--- config.mk ---
export PLATFORM = sky130hd
export DESIGN_NAME = hazard_control_unit
export DESIGN_NICKNAME = d
export VERILOG_FILES = /design/src/rtl/hazard_control_unit.sv
export SDC_FILE = /design/constraint.sdc
export NUM_CORES = 1
export LEC_CHECK = 0
export CORE_MARGIN = 5
export CORE_UTILIZATION = 57
export CTS_CLUSTER_DIAMETER = 60
export DETAILED_ROUTE_END_ITERATION = 10
export DONT_BUFFER_PORTS = 1
export PLACE_DENSITY = 0.76
export REMOVE_ABC_BUFFERS = 1
export SKIP_CTS_REPAIR_TIMING = 1
export SLEW_MARGIN = 25
export SYNTH_ARGS = -nofsm -noshare
export SYNTH_HDL_FRONTEND = slang
export SYNTH_SLANG_ARGS = --single-unit
--- constraint.sdc ---
create_clock -name i_clk -period 2.1 [get_ports i_clk]
set_clock_uncertainty 0.15 [all_clocks]
set_input_delay 0.42 -clock i_clk [delete_from_list [all_inputs] [get_ports i_clk]]
set_output_delay 0.42 -clock i_clk [all_outputs]
set_load 0.02 [all_outputs]
--- src/rtl/hazard_control_unit.sv ---
// Pipeline hazard and freeze controller for the 5-stage RV64 core.
// It has three parts:
//   - combinational operand forwarding, load-use stall and branch flush;
//   - a refill sequencer FSM that freezes the whole pipeline while an
//     I- or D-cache refill is outstanding;
//   - a saturating counter of cycles in which fetch was stalled.
module hazard_control_unit #(
   parameter int REG_ADDR_W = 5,
   parameter int CNT_W      = 32
) (
   input  logic                  i_clk,
   input  logic                  i_arstn,
   input  logic [REG_ADDR_W-1:0] i_rs1_addr_dec,
   input  logic [REG_ADDR_W-1:0] i_rs2_addr_dec,
   input  logic [REG_ADDR_W-1:0] i_rs1_addr_exec,
   input  logic [REG_ADDR_W-1:0] i_rs2_addr_exec,
   input  logic [REG_ADDR_W-1:0] i_rd_addr_exec,
   input  logic [REG_ADDR_W-1:0] i_rd_addr_mem,
   input  logic [REG_ADDR_W-1:0] i_rd_addr_wb,
   input  logic                  i_load_exec,
   input  logic                  i_reg_we_mem,
   input  logic                  i_reg_we_wb,
   input  logic                  i_pc_src_exec,
   input  logic                  i_icache_miss,
   input  logic                  i_dcache_miss,
   input  logic                  i_refill_done,
   input  logic                  i_cnt_clear,
   output logic                  o_stall_fetch,
   output logic                  o_stall_dec,
   output logic                  o_stall_exec,
   output logic                  o_stall_mem,
   output logic                  o_flush_dec,
   output logic                  o_flush_exec,
   output logic [1:0]            o_forward_rs1,
   output logic [1:0]            o_forward_rs2,
   output logic                  o_refill_req,
   output logic                  o_refill_is_data,
   output logic [CNT_W-1:0]      o_stall_cnt
);

   // Forward select encodings seen by the EXEC operand muxes.
   localparam logic [1:0] FWD_REGFILE = 2'b00;
   localparam logic [1:0] FWD_WB      = 2'b01;
   localparam logic [1:0] FWD_MEM     = 2'b10;

   localparam logic [REG_ADDR_W-1:0] REG_ZERO = '0;
   localparam logic [CNT_W-1:0]      CNT_MAX  = '1;
   localparam logic [CNT_W-1:0]      CNT_ONE  = {{(CNT_W-1){1'b0}}, 1'b1};

   // RUN: pipeline flowing. D_WAIT / I_WAIT: a data / instruction refill
   // is outstanding and the pipeline is frozen.
   typedef enum logic [1:0] {
      RUN    = 2'd0,
      D_WAIT = 2'd1,
      I_WAIT = 2'd2
   } state_t;

   state_t state;

   logic load_use;
   logic freeze;

   // Picks the youngest in-flight producer of a source register. x0 is
   // hard-wired to zero, so it is never forwarded. MEM holds the newer
   // value, so it wins over WB.
   function automatic logic [1:0] fwd_sel(
      input logic [REG_ADDR_W-1:0] src,
      input logic [REG_ADDR_W-1:0] rd_mem,
      input logic                  we_mem,
      input logic [REG_ADDR_W-1:0] rd_wb,
      input logic                  we_wb
   );
      logic [1:0] sel;
      sel = FWD_REGFILE;
      if (src != REG_ZERO) begin
         if (we_mem && (src == rd_mem)) begin
            sel = FWD_MEM;
         end else if (we_wb && (src == rd_wb)) begin
            sel = FWD_WB;
         end
      end
      return sel;
   endfunction

   // Forwarding selects for both EXEC operands.
   always_comb begin
      o_forward_rs1 = fwd_sel(i_rs1_addr_exec, i_rd_addr_mem, i_reg_we_mem,
                              i_rd_addr_wb, i_reg_we_wb);
      o_forward_rs2 = fwd_sel(i_rs2_addr_exec, i_rd_addr_mem, i_reg_we_mem,
                              i_rd_addr_wb, i_reg_we_wb);
   end

   // Hazard detection and the stall / flush equations. A load in EXEC
   // cannot forward to DEC in time, so DEC and fetch hold and a bubble is
   // pushed into EXEC. A freeze holds every stage and masks flushes; a
   // frozen branch in EXEC keeps i_pc_src_exec high, so its flush fires on
   // the first unfrozen cycle.
   always_comb begin
      // NOTE: every signal assigned in always_comb gets a value on every
      // path, starting with a default here, so no latch is inferred.
      load_use      = 1'b0;
      freeze        = 1'b0;
      o_stall_fetch = 1'b0;
      o_stall_dec   = 1'b0;
      o_stall_exec  = 1'b0;
      o_stall_mem   = 1'b0;
      o_flush_dec   = 1'b0;
      o_flush_exec  = 1'b0;

      load_use = i_load_exec && (i_rd_addr_exec != REG_ZERO) &&
                 ((i_rd_addr_exec == i_rs1_addr_dec) ||
                  (i_rd_addr_exec == i_rs2_addr_dec));

      // A miss freezes in the same cycle it is seen, before the FSM has
      // registered it, so the raw miss flags are part of the freeze term.
      freeze = (state != RUN) || i_icache_miss || i_dcache_miss;

      o_stall_fetch = load_use || freeze;
      o_stall_dec   = load_use || freeze;
      o_stall_exec  = freeze;
      o_stall_mem   = freeze;
      o_flush_dec   = i_pc_src_exec && !freeze;
      o_flush_exec  = (i_pc_src_exec || load_use) && !freeze;
   end

   // Refill sequencer with registered request outputs. The data miss goes
   // first because it belongs to the older instruction; an instruction
   // miss still pending when the data refill ends chains straight into an
   // I-cache refill, keeping o_refill_req high across the hand-over.
   // A refill-done pulse while in RUN has no refill to finish and is ignored.
   always_ff @(posedge i_clk or negedge i_arstn) begin
      if (!i_arstn) begin
         state            <= RUN;
         o_refill_req     <= 1'b0;
         o_refill_is_data <= 1'b0;
      end else begin
         // NOTE: sequential state uses non-blocking assignments so every
         // flop samples the values from before this clock edge.
         case (state)
            RUN: begin
               if (i_dcache_miss) begin
                  state            <= D_WAIT;
                  o_refill_req     <= 1'b1;
                  o_refill_is_data <= 1'b1;
               end else if (i_icache_miss) begin
                  state            <= I_WAIT;
                  o_refill_req     <= 1'b1;
                  o_refill_is_data <= 1'b0;
               end
            end
            D_WAIT: begin
               if (i_refill_done) begin
                  o_refill_is_data <= 1'b0;
                  if (i_icache_miss) begin
                     state        <= I_WAIT;
                     o_refill_req <= 1'b1;
                  end else begin
                     state        <= RUN;
                     o_refill_req <= 1'b0;
                  end
               end
            end
            I_WAIT: begin
               if (i_refill_done) begin
                  state            <= RUN;
                  o_refill_req     <= 1'b0;
                  o_refill_is_data <= 1'b0;
               end
            end
            default: begin
               state            <= RUN;
               o_refill_req     <= 1'b0;
               o_refill_is_data <= 1'b0;
            end
         endcase
      end
   end

   // Stall-cycle counter for performance analysis. Clear wins over count,
   // and the count sticks at all-ones instead of wrapping.
   always_ff @(posedge i_clk or negedge i_arstn) begin
      if (!i_arstn) begin
         o_stall_cnt <= '0;
      end else if (i_cnt_clear) begin
         o_stall_cnt <= '0;
      end else if (o_stall_fetch && (o_stall_cnt != CNT_MAX)) begin
         o_stall_cnt <= o_stall_cnt + CNT_ONE;
      end
   end

endmodule

==> out/qor.yml, run 1 <==
status: "finished, final reports clean"
syn-instance-count: 280
synth_cell_types: 42
relSlewSlack: 0.729
critPathLaunchType: "primary input"
antenna_found_initial: 0
synth_compound_area_frac: 0.0676
gp_congestion: 0.808
cp.arrival_ps: 1500
synthSimpleGateAreaFrac: 0.313
r2r_cells: 6
antenna_cells: 0
ys_seq_area_frac: 0.366
areaGrowthSynthToFinish_pct: 25.6
nNetsFinal: 390
p_total_mw: 1.70
drt-total-wl_um: 6240
dp_cells: 378
htree_num_levels: 2
drc: 0
cp_slowest_cell: "or4_4"
worstPathRequired_ps: 1530
hp-class: "primary input to register"
clockBufferDepth: 2
synth_mux_area_frac: 0
period_minus_slack_ps: 2070
crit_path_end_kind: "output pin"
drive_above_1_share: 0.260
leakagePower_nw: 1.44
overflow: 0
grtUsageTotal: 0.222
yosys-top-cells-area: "dfrtp_1 (37%), xor2_1 (17%), nor2_1 (5.8%), nand3_1 (4.9%), and3_1 (3.3%)"
fin_cells: 389
die-area_sq_mm: 0.00573
powerDensity_mw_per_mm2: 549
coreArea_sq_mm: 0.00409
dr.first_iter.drc_count: 102
worstSkewPairLatency_ps: 280
vdd_drop_max_mv: 0.404
dp_hpwl_um: 4770
numClockSinks: 36
synth_ff_type: "dfrtp_1"
critical_path_class: "primary input to output pin"
synthArstFlopShare: 1.00
crit_top_cell: "nor2_1"
avgViaCountPerCell: 5.77
finalSetupViolCount: 0
die_height_um: 75.7
tns_ps: 0
cts_root_buf: "clkbuf_8"
fin_crit_sh: 0.984
synth_edf_count: 0
initial_core_util: 0.602
fin_hold_ws_ps: 45.1
min_path_cells: 1
synth_top_family_by_area: "simple AND/OR/NAND/NOR gates"
cap_violations: 0
syn_area_per_cell_sq_um: 8.79
ant_nets: 0
synthAdderAreaFrac: 0.0203
num_rows: 23
yosys.area.top_type: "dfrtp_1"
grt_setup_unrepaired: "true"
io_pins: 89
place_ws_ps: -53.8
fmax_mhz: 484
synth-seq-cells: 36
die_w_um: 75.7
grt_pass1_wl_um: 9940
n_fill_cell: 310
synth_xor_area_frac: 0.199
final.setup.worst_slack_ps: 34.3
cts_tree: "built"
drv_slew: 0
cts_buffers: 5
path_clk_slew_ps: 60
wl_per_cell_um: 16.0
path_cells: "or4_4 > o21ai_4 > nor2_1 > nor2_1 > nor2_1 > buf_4"
grt_pass1_vias: 2287
first_pass_iters: 4
synth_warnings: 0
grt_max_degree: 37
critical_path.max_fanout: 3
yosys.area.top_type_share: 0.366
syn_area_sq_mm: 0.00246
dr_total_vias: 2244
max_stage_delay_ps: 530
worst_pin_slew_ps: 403
final-hold-violation-count: 0
portBuffers: 0
flip-flops by register name (all words and copies together), names as in the netlist:
signal            count
state                 2
o_refill_req          1
o_refill_is_data      1
o_stall_cnt          32
final cells by class:
class | instances | area [sq um] | share of cell area
multi-input combinational | 225 | 1520 | 0.491
clock buffer | 5 | 68.8 | 0.0223
sequential | 36 | 901 | 0.291
timing repair buffer | 65 | 510 | 0.165
inverter | 8 | 30.0 | 0.00971
tap | 50 | 62.6 | 0.0202
kinds of logic after synthesis:
logic type	after synthesis
adders and majority gates	4
buffers and inverters	19
and+or+nand+nor	141
xor gates and xnor gates	56
AOI/OAI and AO/OA	24
DFF	36
layout by cell type, fill, tap and decap left out, types with 2 or more instances in the layout:
master	n
nand2_1	14
and3_1	13
nor4_1	4
inv_1	8
nand3_1	24
a21oi_1	9
dfrtp_1	36
buf_4	61
or3_1	2
ha_1	4
nor3b_2	3
xnor2_1	8
o21ai_0	3
buf_6	2
a21boi_0	2
nor3_1	10
nor3_2	2
nor2b_1	3
nor2_1	38
xor2_1	48
or4_4	2
clkbuf_8	5
and4_1	5
nand4_1	12
metal layers:
metal | global-route usage | wire length (um)
met1 | 0.268 | 2420
met2 | 0.391 | 3260
met3 | 0.0594 | 496
met4 | 0.0563 | 63
met5 | 0 | 0
synthesized netlist by cell type, types with 2 or more instances:
cell type   n
nand2_1    14
nor3_1     11
nor2b_1     3
nand3_1    24
xnor2_1     8
xor2_1     48
o21ai_0     3
clkbuf_1    5
buf_2       4
nor4_1      4
a21oi_1     9
ha_1        4
nor3b_1     3
buf_4       2
nand4_1    12
or3_1       2
a21boi_0    2
dfrtp_1    36
and3_1     13
or4_1       2
and4_1      6
nor2_1     38
inv_1       8
metrics by stage:
step	utilization	area [sq um]
after floorplan	-	2410
after global placement	0.713	2910
after detailed placement	0.713	2910
after CTS	0.730	2980
after global routing	0.757	3090
final	0.757	3090
worst paths after layout:
| kind | start | endpoint | slack, ps |
|---|---|---|---|
| hold / removal | i_cnt_clear | o_stall_cnt[21] | 50 |
| max in group asynchronous | i_arstn | o_stall_cnt[30] | 1190 |
| setup / recovery | i_rd_addr_exec[1] | o_flush_exec | 30 |
| hold reg to reg | state[1] | state[1] | 390 |
| setup reg to reg | o_stall_cnt[4] | o_stall_cnt[31] | 50 |
| min in group asynchronous | i_arstn | o_stall_cnt[12] | 430 |
power by group:
| group | internal, mW | leakage [nW] | switching (mW) |
|---|---|---|---|
| Combinational | 0.204 | 0.912 | 0.262 |
| Clock | 0.213 | 0.0359 | 0.215 |
| Sequential | 0.742 | 0.495 | 0.0603 |
critical path, delay by kind of cell:
kind	cells	cell delay [ps]
AND/OR/NAND/NOR	4	750
buffers and inverters	1	150
AO/OA/AOI/OAI	1	180
No activity file was read; power rests on OpenSTA's default activity.
==> run 2, diff against run 1 <==
Settings changed: CORE_UTILIZATION 57 to 48, PLACE_DENSITY 0.76 to 0.66.
==> out/qor.yml, run 2 (synthesized netlist as in run 1, its figures left out) <==
p_int_mw: 1.19  # +2.8%
first_pass_iters: 4  # unchanged
wl_per_cell_um: 15.3  # -4.4%
period_minus_slack_ps: 2090  # +26.2 ps
fmax_mhz: 478  # -1.3%
leakagePower_nw: 1.46  # +1.3%
worstSetupStartpoint: "i_rd_addr_exec[1]"
overflow: 0  # unchanged
grt_setup_unrepaired: "true"
cts_tree: "built"
nNetsFinal: 394  # +1.0%
n_fill_cell: 444  # +43%
seqPwrFrac: 0.458  # -0.015
dr_total_vias: 2197  # -2.1%
clockPowerShare: 0.265  # +0.012
relSlewSlack: 0.767  # +0.0381
avgViaCountPerCell: 5.29  # -8.2%
die-area_sq_mm: 0.00666  # +16%
final.setup.worst_slack_ps: 8.16  # -26.2 ps
reg_top3: "o_stall_cnt x32, state x2"
max_stage_delay_ps: 530  # about the same
grt_max_degree: 37  # unchanged
place_ws_ps: -77.2  # -23.3 ps
grt_pass1_wl_um: 10000  # +1.0%
r2r_cells: 6  # unchanged
path_buf_inv: 2  # +1
htree_num_levels: 2  # unchanged
post_dp_cell_area_sq_mm: 0.00295  # +1.4%
final-hold-violation-count: 0  # unchanged
crit_family: "simple AND/OR/NAND/NOR gates"
areaGrowthSynthToFinish_pct: 28.6
numClockSinks: 36  # unchanged
multi_input_area_sq_mm: 0.00153  # +0.58%
power_frac_comb: 0.277  # +0.003
mostFrequentLayoutCell: "buf_4"
antenna_found_initial: 0  # unchanged
r2r-end: "o_stall_cnt[31]"
worstSkewPairLatency_ps: 280  # about the same
cts_buffers: 5  # unchanged
fin_crit_sh: 0.996  # +0.0125
grtUsageTotal: 0.192  # -0.0296
powerDensity_mw_per_mm2: 552  # +0.55%
antenna_cells: 0  # unchanged
crit_top_cell: "buf_6"
portBuffers: 0  # unchanged
cts_root_buf: "clkbuf_8"
num_rows: 26  # +13%
largest_reg_flops: 32  # unchanged
hp-class: "primary input to register"
r2r_setup_slack_ps: 8  # -40 ps
critical_path.max_fanout: 8  # +5
drv_slew: 0  # unchanged
cp.arrival_ps: 1520  # +20 ps
grt_pass1_vias: 2222  # -2.8%
die_height_um: 81.6  # +7.8%
critical_path_class: "primary input to output pin"
netSwitchingFraction: 0.317  # +0.000551
initial_core_util: 0.488  # -0.114
cap_violations: 0  # unchanged
whs_endpoint: "o_stall_cnt[21]"
finalSetupViolCount: 0  # unchanged
worst_pin_slew_ps: 349  # -54.3 ps
clockBufferDepth: 2  # unchanged
gp_congestion: 0.776  # -4.0%
top_register: "o_stall_cnt"
vdd_drop_max_mv: 0.417  # +3.2%
status: "finished, final reports clean"
die_w_um: 81.6  # +7.8%
tns_ps: 0  # unchanged
path_clk_slew_ps: 70  # about the same
crit_path_end_kind: "output pin"
design_area_sq_mm: 0.00316  # +2.3%
ant_nets: 0  # unchanged
drive_above_1_share: 0.281  # +0.0216
r2r-start: "o_stall_cnt[12]"
switchingPower_uw: 554  # +3.1%
dp_hpwl_um: 4900  # +2.8%
holdCritStartpoint: "i_cnt_clear"
drt-total-wl_um: 6360  # +1.9%
min_path_cells: 1  # unchanged
cp_slowest_cell: "or4_4"
worstPathRequired_ps: 1530  # about the same
path_cells: "or4_4 > o21ai_4 > o21bai_4 > buf_6 > buf_6"
dr.first_iter.drc_count: 96  # -5.9%
layout_common_cells: "buf_4 (65), xor2_1 (48), nor2_1 (38)"
critPathLaunchType: "primary input"
p_total_mw: 1.75  # +2.9%
drc: 0  # unchanged
coreArea_sq_mm: 0.00504  # +23%
register_area_sq_um: 901  # unchanged
io_pins: 89  # unchanged
## run 2: cell type report
type / count / area share
multi-input cells: 225 / 0.483
flip-flops and latches: 36 / 0.285
repair buffers: 69 / 0.171
well taps: 70 / 0.0277
clock buffers: 6 / 0.0229
inverters: 8 / 0.00949
clock inverters: 1 / 0.00158
## run 2: how the worst max path moves through the flow
stage / cells after the start / endpoint / slack [ps]
after floorplan: 7 / o_stall_cnt[5] / -740
after global placement: 5 / o_stall_dec / -60
after detailed placement: 8 / o_stall_cnt[5] / -80
after CTS: 6 / o_stall_fetch / -70
after global routing: 6 / o_stall_cnt[21] / -100
final: 5 / o_stall_fetch / 8
## run 2: worst register-to-register path, stage by stage (launching register included)
cell and delay [ps]:
dfrtp_1 370, nand4_2 140, or4_4 550, a211oi_4 190, nand4_1 140, or3_1 350, a21oi_2 140
## run 2: per-stage QoR
stage,instances,util,hold WS [ps]
floorplan,269,-,-25.6
global placement,400,0.586,-24.6
detailed placement,400,0.586,-24.8
CTS,407,0.601,-337
global route,415,0.628,19.5
finish,415,0.628,40.6
## run 2: layer usage
metal / vias to the layer above / wire (um) / GRT usage
li1: 1106 / - / -
met1: 1031 / 2650 / 0.230
met2: 58 / 3170 / 0.338
met3: 2 / 512 / 0.0603
met4: 0 / 23 / 0.0399
met5: - / 0 / 0
## run 2: power groups by stage
stage | Clock, mW | Combinational (mW) | Sequential (mW)
2_1_floorplan | 0 | 0.279 | 0.827
6_report | 0.463 | 0.484 | 0.800
5_1_grt | 0.510 | 0.538 | 0.807
3_3_place_gp | 0 | 0.439 | 0.809
4_1_cts | 0.480 | 0.449 | 0.797
3_5_place_dp | 0 | 0.446 | 0.810
==> run 3, diff against run 2 <==
Settings changed: PLACE_DENSITY 0.66 to 0.64.
Clock period 2.1 ns to 2.5 ns, I/O delays scaled along.
==> out/qor.yml, run 3 (synthesized netlist as in run 1, its figures left out) <==
post_dp_cell_area_sq_mm: 0.00278  # -5.9%
die_w_um: 81.6  # unchanged
grt_max_degree: 37  # unchanged
dp_cells: 375  # -6.3%
areaGrowthSynthToFinish_pct: 17.7
leakagePower_nw: 1.31  # -10%
drt-total-wl_um: 5910  # -7.0%
antenna_cells: 0  # unchanged
grt_pass1_vias: 2152  # -3.2%
cp_slowest_cell: "dfrtp_1"
worst_pin_slew_ps: 484  # +135 ps
top_register: "o_stall_cnt"
cts_root_buf: "clkbuf_8"
worstPathRequired_ps: 1850  # +320 ps
path_clk_slew_ps: 70  # about the same
p_int_uw: 995  # -17%
critPathLaunchType: "register"
seqPwrFrac: 0.462  # +0.004
powerDensity_mw_per_mm2: 501  # -9.1%
design_area_sq_mm: 0.00290  # -8.4%
relSlewSlack: 0.676  # -0.0909
gp_congestion: 0.781  # +0.72%
reg_top3: "o_stall_cnt x32, state x2"
crit_path_end_kind: "output pin"
wl_per_cell_um: 15.4  # +0.25%
grt_setup_unrepaired: "false"
max_stage_delay_ps: 400  # -130 ps
fin_cells: 385  # -7.2%
cts_tree: "built"
first_pass_iters: 4  # unchanged
finalSetupViolCount: 0  # unchanged
antenna_found_initial: 0  # unchanged
power_frac_comb: 0.244  # -0.033
clockPowerShare: 0.294  # +0.029
critical_path.max_fanout: 6  # -2
grt_pass1_wl_um: 9630  # -4.2%
status: "finished, final reports clean"
num_rows: 26  # unchanged
layout_common_cells: "xor2_1 (48), nor2_1 (38), dfrtp_1 (36)"
wl_met3_um: 467  # -8.8%
dr_total_vias: 2126  # -3.2%
routed.top_layer: "met4"
holdCritStartpoint: "i_cnt_clear"
die_height_um: 81.6  # unchanged
nNetsFinal: 363  # -7.9%
largest_reg_flops: 32  # unchanged
cap_violations: 0  # unchanged
drive_above_1_share: 0.175  # -0.107
path_buf_inv: 2  # unchanged
htree_num_levels: 2  # unchanged
r2r-start: "o_stall_cnt[5]"
drv_slew: 0  # unchanged
grtUsageTotal: 0.183  # -0.00931
fin_crit_sh: 0.928
netSwitchingFraction: 0.315  # -0.00228
overflow: 0  # unchanged
io_pins: 89  # unchanged
numClockSinks: 36  # unchanged
worstSkewPairLatency_ps: 290  # about the same
worstSetupStartpoint: "state[1]"
mostFrequentLayoutCell: "xor2_1"
vdd_drop_max_mv: 0.310  # -26%
portBuffers: 0  # unchanged
wl_met1_um: 2500  # -5.7%
ant_nets: 0  # unchanged
drc: 0  # unchanged
switchingPower_uw: 457  # -17%
coreArea_sq_mm: 0.00504  # unchanged
period_minus_slack_ps: 2320
cts_buffers: 5  # unchanged
avgViaCountPerCell: 5.52  # +4.3%
cp.arrival_ps: 1670  # +150 ps
path_cells: "inv_1 > ha_1 > nand2_1 > buf_4 > nor2_1"
die-area_sq_mm: 0.00666  # unchanged
final-hold-violation-count: 0  # unchanged
crit_family: "simple AND/OR/NAND/NOR gates"
fmax_mhz: 431
dr.first_iter.drc_count: 72  # -25%
hp-class: "primary input to register"
critical_path_class: "register to output pin"
initial_core_util: 0.488  # unchanged
dp_hpwl_um: 4490  # -8.4%
wl_met2_um: 2900  # -8.6%
clockBufferDepth: 2  # unchanged
==> run 3: cell types whose count changed in the layout (fill, tap and decap cells not counted), sizes merged <==
cell,change
clkbuf,+2
buf,-31
clkinv,-1
==> run 3: worst paths after layout <==
kind                                   end  slack [ps]  cells after the start
min                        o_stall_cnt[23]         120                      1
max                           o_flush_exec         180                      5
max reg2reg                o_stall_cnt[17]         200                      7
min in group asynchronous  o_stall_cnt[10]         510                      2
min reg2reg                       state[1]         410                      2
max in group asynchronous  o_stall_cnt[24]        1500                      2
==> run 3: final cells by class <==
| cell class | count | area (sq um) |
|---|---|---|
| fillers | 479 | 2140 |
| inverters | 8 | 30.0 |
| multi-input cells | 225 | 1480 |
| well taps | 70 | 87.6 |
| clock buffers | 8 | 90.1 |
| repair buffers | 38 | 313 |
| flip-flops and latches | 36 | 901 |
==> run 3: stage by stage <==
stage / utilization / worst slack, ps / hold slack [ps] / setup TNS, ps / power, mW
2_1_floorplan: - / -424 / 54.4 / -2810 / 0.929
3_3_place_gp: 0.551 / 215 / 55.2 / 0 / 1.02
3_5_place_dp: 0.551 / 198 / 55.0 / 0 / 1.02
4_1_cts: 0.569 / 161 / -259 / 0 / 1.45
5_1_grt: 0.575 / 25.3 / 106 / 0 / 1.54
6_report: 0.575 / 181 / 119 / 0 / 1.45
==> run 3: power groups by stage <==
stage / Clock, mW / Combinational (mW) / Sequential, mW
floorplan: 0 / 0.235 / 0.695
global placement: 0 / 0.335 / 0.681
detailed placement: 0 / 0.342 / 0.682
CTS: 0.439 / 0.343 / 0.671
global route: 0.464 / 0.404 / 0.676
finish: 0.427 / 0.355 / 0.670
==> run 3: layer usage <==
layer  track usage  up-vias
met4        0.0449        0
met1         0.213     1021
met5             0        -
met2         0.328       55
met3        0.0537        7
li1              -     1043
